$ cat src/rtl/countdown_timer_pkg.sv
// Shared state encodings for the countdown timer.
// Optional build macro: COUNTDOWN_TIMER_AUTO_RELOAD_EN (see countdown_timer_fsm).
package countdown_timer_pkg;

    localparam logic [1:0] ST_IDLE_ENC  = 2'd0;
    localparam logic [1:0] ST_RUN_ENC   = 2'd1;
    localparam logic [1:0] ST_PAUSE_ENC = 2'd2;
    localparam logic [1:0] ST_DONE_ENC  = 2'd3;

    typedef enum logic [1:0] {
        ST_IDLE  = ST_IDLE_ENC,
        ST_RUN   = ST_RUN_ENC,
        ST_PAUSE = ST_PAUSE_ENC,
        ST_DONE  = ST_DONE_ENC
    } state_t;

endpackage

$ cat src/rtl/countdown_timer_fsm.sv
// Control FSM: next state, datapath strobes and the registered done pulse.
// COUNTDOWN_TIMER_AUTO_RELOAD_EN: terminal count reloads and stays in RUN.
module countdown_timer_fsm
    import countdown_timer_pkg::*;
(
    input  logic clk,
    input  logic reset,
    input  logic load,
    input  logic start,
    input  logic stop,
    input  logic cnt_zero,
    input  logic cnt_one,
    input  logic rld_zero,
    output logic do_load,
    output logic do_dec,
    output logic do_reload,
    output logic busy,
    output logic done
);

    state_t state;
    state_t state_nxt;
    logic   done_nxt;
    logic   go;

    // stop outranks start in every state
    assign go = start && !stop;

    always_comb begin
        state_nxt = state;
        do_load   = 1'b0;
        do_dec    = 1'b0;
        do_reload = 1'b0;
        done_nxt  = 1'b0;
        if (load) begin
            do_load   = 1'b1;
            state_nxt = ST_IDLE;
        end else begin
            case (state)
                ST_IDLE: begin
                    if (go && !cnt_zero)
                        state_nxt = ST_RUN;
                end
                ST_RUN: begin
                    if (stop) begin
                        state_nxt = ST_PAUSE;
                    end else if (cnt_zero) begin
                        state_nxt = ST_DONE;
                    end else if (cnt_one) begin
                        done_nxt = 1'b1;
`ifdef COUNTDOWN_TIMER_AUTO_RELOAD_EN
                        do_reload = 1'b1;
`else
                        do_dec    = 1'b1;
                        state_nxt = ST_DONE;
`endif
                    end else begin
                        do_dec = 1'b1;
                    end
                end
                ST_PAUSE: begin
                    if (go)
                        state_nxt = ST_RUN;
                end
                ST_DONE: begin
                    if (go) begin
                        do_reload = 1'b1;
                        if (!rld_zero)
                            state_nxt = ST_RUN;
                    end
                end
                default: state_nxt = ST_IDLE;
            endcase
        end
    end

    always_ff @(posedge clk or negedge reset) begin
        if (!reset) begin
            state <= ST_IDLE;
            done  <= 1'b0;
        end else begin
            state <= state_nxt;
            done  <= done_nxt;
        end
    end

    assign busy = (state == ST_RUN);

endmodule

$ cat src/rtl/countdown_timer.sv
// Countdown timer top: count/reload datapath around countdown_timer_fsm.
// Build option COUNTDOWN_TIMER_AUTO_RELOAD_EN selects periodic mode.
module countdown_timer
    import countdown_timer_pkg::*;
#(
    parameter int SIZE = 4
) (
    input  logic            clk,
    input  logic            reset,
    input  logic            load,
    input  logic [SIZE-1:0] load_value,
    input  logic            start,
    input  logic            stop,
    output logic [SIZE-1:0] count,
    output logic            busy,
    output logic            done
);

    localparam logic [SIZE-1:0] ONE = SIZE'(1);

    logic [SIZE-1:0] reload;
    logic            do_load;
    logic            do_dec;
    logic            do_reload;
    logic            cnt_zero;
    logic            cnt_one;
    logic            rld_zero;

    assign cnt_zero = (count == '0);
    assign cnt_one  = (count == ONE);
    assign rld_zero = (reload == '0);

    countdown_timer_fsm u_fsm (
        .clk       (clk),
        .reset     (reset),
        .load      (load),
        .start     (start),
        .stop      (stop),
        .cnt_zero  (cnt_zero),
        .cnt_one   (cnt_one),
        .rld_zero  (rld_zero),
        .do_load   (do_load),
        .do_dec    (do_dec),
        .do_reload (do_reload),
        .busy      (busy),
        .done      (done)
    );

    // FSM never asserts do_dec at zero, so count cannot wrap
    always_ff @(posedge clk or negedge reset) begin
        if (!reset) begin
            count  <= '0;
            reload <= '0;
        end else if (do_load) begin
            count  <= load_value;
            reload <= load_value;
        end else if (do_reload) begin
            count  <= reload;
        end else if (do_dec) begin
            count  <= count - ONE;
        end
    end

endmodule

$ cat config.mk
export PLATFORM = sky130hd
export DESIGN_NAME = countdown_timer
export DESIGN_NICKNAME = d
export VERILOG_FILES = /design/src/rtl/countdown_timer_pkg.sv /design/src/rtl/countdown_timer_fsm.sv /design/src/rtl/countdown_timer.sv
export SDC_FILE = /design/constraint.sdc
export NUM_CORES = 1
export LEC_CHECK = 0
export BUFFER_PORTS_ARGS = -buffer_cell sky130_fd_sc_hd__buf_2
export CAP_MARGIN = 20
export CORE_MARGIN = 10
export CORE_UTILIZATION = 40
export DETAILED_ROUTE_END_ITERATION = 16
export GPL_TIMING_DRIVEN = 0
export SYNTH_ARGS = -nofsm -noshare
export SYNTH_HDL_FRONTEND = slang
export SYNTH_SLANG_ARGS = --single-unit
export TNS_END_PERCENT = 1
$ cat constraint.sdc
create_clock -name clk -period 2.5 [get_ports clk]
set_clock_uncertainty 0.05 [all_clocks]
set_input_delay 0.375 -clock clk [delete_from_list [all_inputs] [get_ports clk]]
set_output_delay 0.375 -clock clk [all_outputs]
set_load 0.03 [all_outputs]
[Word-level counts from Yosys, hierarchy flattened]
Index checks and enable logic that the tools add are counted.
Cells by class
  $add $sub $neg: 1
  $mul: 0
  div/mod/pow operators: 0
  magnitude comparators: 0
  eq/ne operators: 9
  shifts and indexed selects: 0
  muxes and demuxes: 25
  bitwise operators: 0
  reduce and logical (&&, ||, !) cells: 9
Operators with widths (number)
  $mux W2: 8
  $mux W1: 13
  $mux W4: 3
  $ne A3 B2 Y1 const B: 3
  $logic_not A4 Y1: 2
  $pmux W2 S4: 1
  $ne A5 B3 Y1 const B: 1
  $reduce_and A5 Y1: 1
  $eq A2 B2 Y1 const B: 2
  $eq A4 B1 Y1 const B: 1
  $sub A4 B1 Y4 const B: 1
  $ne A3 B3 Y1 const B: 1
  $reduce_bool A3 Y1: 1
  $eq A2 B1 Y1 const B: 1
  $logic_and A1 B1 Y1: 2
  $logic_not A1 Y1: 2
  $logic_not A2 Y1: 1
Storage, ports and cells
  bits in registers: 11
  bits in latches: 0
  bits in writable memories: 0
  memory bits (read-only): 0
  bits of input ports: 9
  memories kept: 0

[Depth between registers and ports, before layout]
  depth after elaboration: 8
  mapped depth: 6
  mapped depth without buffers: 6

[Hierarchy]
Synthesis repeated with hierarchy kept, for this count alone.
Unflattened totals
  cells, all modules: 63
  area, all modules: 620.6 µm²
Modules (own cells, without submodules)
  countdown_timer: instances 1, cells each 45, area each 432.9 µm², sequential area each 200.2 µm²
  countdown_timer_fsm: instances 1, cells each 18, area each 187.7 µm², sequential area each 75.1 µm²

[Least setup slack after synthesis]
OpenSTA, ideal clock, no wires.
  kind: register to register
  start: reg count[0]
  end: reg count[1]
  setup time: 0.082 ns
  arrival: 1.566 ns
  slack: 0.802 ns
  stages on the path, launching flop included: 7
  path through: dfrtp_1 -> inv_1 -> ha_1 -> nor4b_1 -> o31ai_2 -> nor2_1 -> a31oi_1
On the way
  cells in the longest elaborated chain, start to end: 6
  elaborated cells on any way between the ends: 10
  those cells by class: add/sub: 1; mux: 7; reduce/logical: 2
Ends and longest elaborated chain
  from (decl): RTL line countdown_timer.sv:14  | output logic [SIZE-1:0] count,
  from (signal assigned): RTL line countdown_timer.sv:55  | count <= load_value;
  from (signal assigned): RTL line countdown_timer.sv:58  | count <= reload;
  from (signal assigned): RTL line countdown_timer.sv:60  | count <= count - ONE;
  parallel branches: the longest is 6 deep, another holds $sub A4 B1 Y4
Parallel ways; which one is timed is not known. The select of a mux whose other input is x is not followed.
A chain may end at the register's enable or synchronous reset.

[Worst setup path in the final report]
Ends and elaborated chain as after synthesis.

==> impl_metrics.json <==
{
  "outcome": "completed",
  "num_io_pins": 15,
  "antenna_found_initial": 0,
  "hold-path-cell-count": 3,
  "whs_endpoint": "reload[1]",
  "relSlewSlack": 0.744,
  "drcViolationCount": 0,
  "hold_viol": 0,
  "max_freq_ghz": 0.600,
  "synth_nets": 78,
  "die_w_um": 60.1,
  "ff2ff_path_depth": 6,
  "reg2reg_slack_ns": 0.83,
  "diodes": 0,
  "worstPathRequired_ns": 2.64,
  "port_buffers": 14,
  "hold_path_class": "in -> reg",
  "critical_path_arrival_ns": 1.81,
  "layout_common_cells": "buf_2, dfrtp_1, inv_1",
  "rsz0062_at_grt": "no",
  "final_common_cell": "buf_2",
  "drv_cap": 0,
  "critical_path_class": "reg -> reg",
  "end_kind": "register",
  "setup_viol": 0,
  "power_density_nw_per_um2": 567,
  "yosysWarnings": 0,
  "crit_path_max_fanout": 5,
  "ant_nets": 0,
  "tns_ns": 0,
  "fin_nets": 98,
  "cts_buffer_depth": 2,
  "hpwl_mm": 1.06,
  "vdd_ir_drop_max_mv": 0.342,
  "seqCellArea_sq_um": 275,
  "syn_inst": 67,
  "wl_per_cell_um": 13.5,
  "clk_pin_slew_worst_paths_ns": 0.07,
  "placementRows": 14,
  "nFillCells": 134,
  "reg2reg_from": "count[0]",
  "ys_seq_area_frac": 0.427,
  "async_flop_share": 1.00,
  "synth_edf_count": 0,
  "cp-start-kind": "register",
  "first_global_vias": 554,
  "hold_ws_ns": 0.287,
  "min_period_ns": 1.67,
  "cts_made_buffers": 3,
  "clk_latency_ns": 0.26,
  "core-area_sq_um": 1510,
  "dr_total_vias": 528,
  "drive_gt1_frac": 0.302,
  "firstDrtPassIters": 4,
  "track_usage": 0.0828,
  "synth_area_per_cell_sq_um": 9.62,
  "syn_to_final_growth_pct": 19.6,
  "ys_types": 33,
  "cts_sinks": 11,
  "postCtsSetupBuffers": 0,
  "initial_utilization": 0.428,
  "gp_congestion": 0.809,
  "grt_pass1_wl_mm": 2.32,
  "synth_seq_cells": 11,
  "finalWirelength_mm": 1.38,
  "initialDrtViolationCount": 14,
  "slew_violations": 0,
  "min-delay-start": "load_value[1]",
  "leakagePower_nw": 0.358,
  "dp.cells": 97,
  "die-area_sq_um": 3620,
  "grt_max_degree": 12,
  "grt-ovfl-total": 0,
  "cts_tree": "yes",
  "fin_crit_sh": 0.667,
  "timing.rr.end": "count[1]",
  "ctsRootBufferMaster": "clkbuf_4",
  "synth_ff_type": "dfrtp_1",
  "die_h_um": 60.1,
  "netlist_area_sq_um": 644,
  "multiInputGateArea_sq_um": 328,
  "htree_levels": 1,
  "fin_cells": 102,
  "via_per_inst": 5.18,
  "tightest_slew_ns": 0.384
}
-- registers in the layout, indices dropped and copies added (netlist names) --
register and flops:
reload 4, u_fsm.state 2, count 4, u_fsm.done 1
-- layer usage --
metal  GRT usage  vias to the layer above  wire length, um
li1            -                      278                -
met1       0.101                      238              653
met2       0.121                       10              624
met3      0.0297                        2               90
met4      0.0481                        0               10
met5           0                        -                0
-- metrics by stage --
stage | setup WS [ns] | cell area, sq um | power, mW | util
after detailed placement | 0.850 | 734 | 0.319 | 0.488
after floorplan | 0.802 | 644 | 0.286 | -
final | 0.832 | 771 | 0.437 | 0.512
after global routing | 0.699 | 771 | 0.468 | 0.512
after CTS | 0.823 | 771 | 0.447 | 0.512
after global placement | 0.828 | 734 | 0.320 | 0.488
-- timing repair --
item / CTS / global route
endpoints found under the hold margin: 11 / 0
resized for setup: 0 / 0
hold buffers: 1 / 0
-- area by class of cell --
type | count | share of cell area
Timing Repair Buffer | 15 | 0.104
Buffer | 2 | 0.0195
Multi-Input combinational cell | 47 | 0.425
Tap cell | 16 | 0.0260
Clock buffer | 4 | 0.0341
Sequential cell | 11 | 0.357
Inverter | 7 | 0.0341
-- power breakdown --
part           leakage, nW  switching, mW  internal (mW)
clock               0.0150         0.0593         0.0617
sequential           0.137         0.0182          0.193
combinational        0.206         0.0621         0.0434
total                0.358          0.140          0.298
-- worst max-delay path by stage --
stage	from	to	slack [ns]	cells past startpoint
after floorplan	count[0]	count[1]	0.80	6
after global placement	count[0]	count[1]	0.83	6
after detailed placement	count[0]	count[1]	0.85	6
after CTS	count[0]	count[1]	0.82	6
after global routing	count[0]	count[1]	0.70	6
final	count[0]	count[1]	0.83	6
-- critical path: stages (launching register included) --
cell and delay, ns:
dfrtp_1 0.43, inv_1 0.06, ha_1 0.28, nor4b_1 0.18, o31ai_2 0.37, nor2_1 0.07, a31oi_1 0.15
-- synthesized netlist by cell type (all sizes together) (2+ instances only) --
library cell  count  area, sq um
a211oi            2         27.5
a21oi             3         15.0
a31oi             2         12.5
dfrtp            11          275
ha                2         25.0
inv               7         26.3
nand2             5         18.8
nand2b            2         15.0
nor2              5         21.3
nor3              3         15.0
o21ai             6         30.0
xnor2             2         17.5
-- cell families after synthesis --
logic type | after synthesis | synth area share
XOR/XNOR | 3 | 0.0408
adder cells (fa/ha/maj) | 2 | 0.0388
flip-flops | 11 | 0.427
multiplexers | 1 | 0.0175
buffers and inverters | 9 | 0.0641
AO/OA/AOI/OAI | 20 | 0.229
AND/OR/NAND/NOR | 21 | 0.183
(Power assumes the default switching activity.)
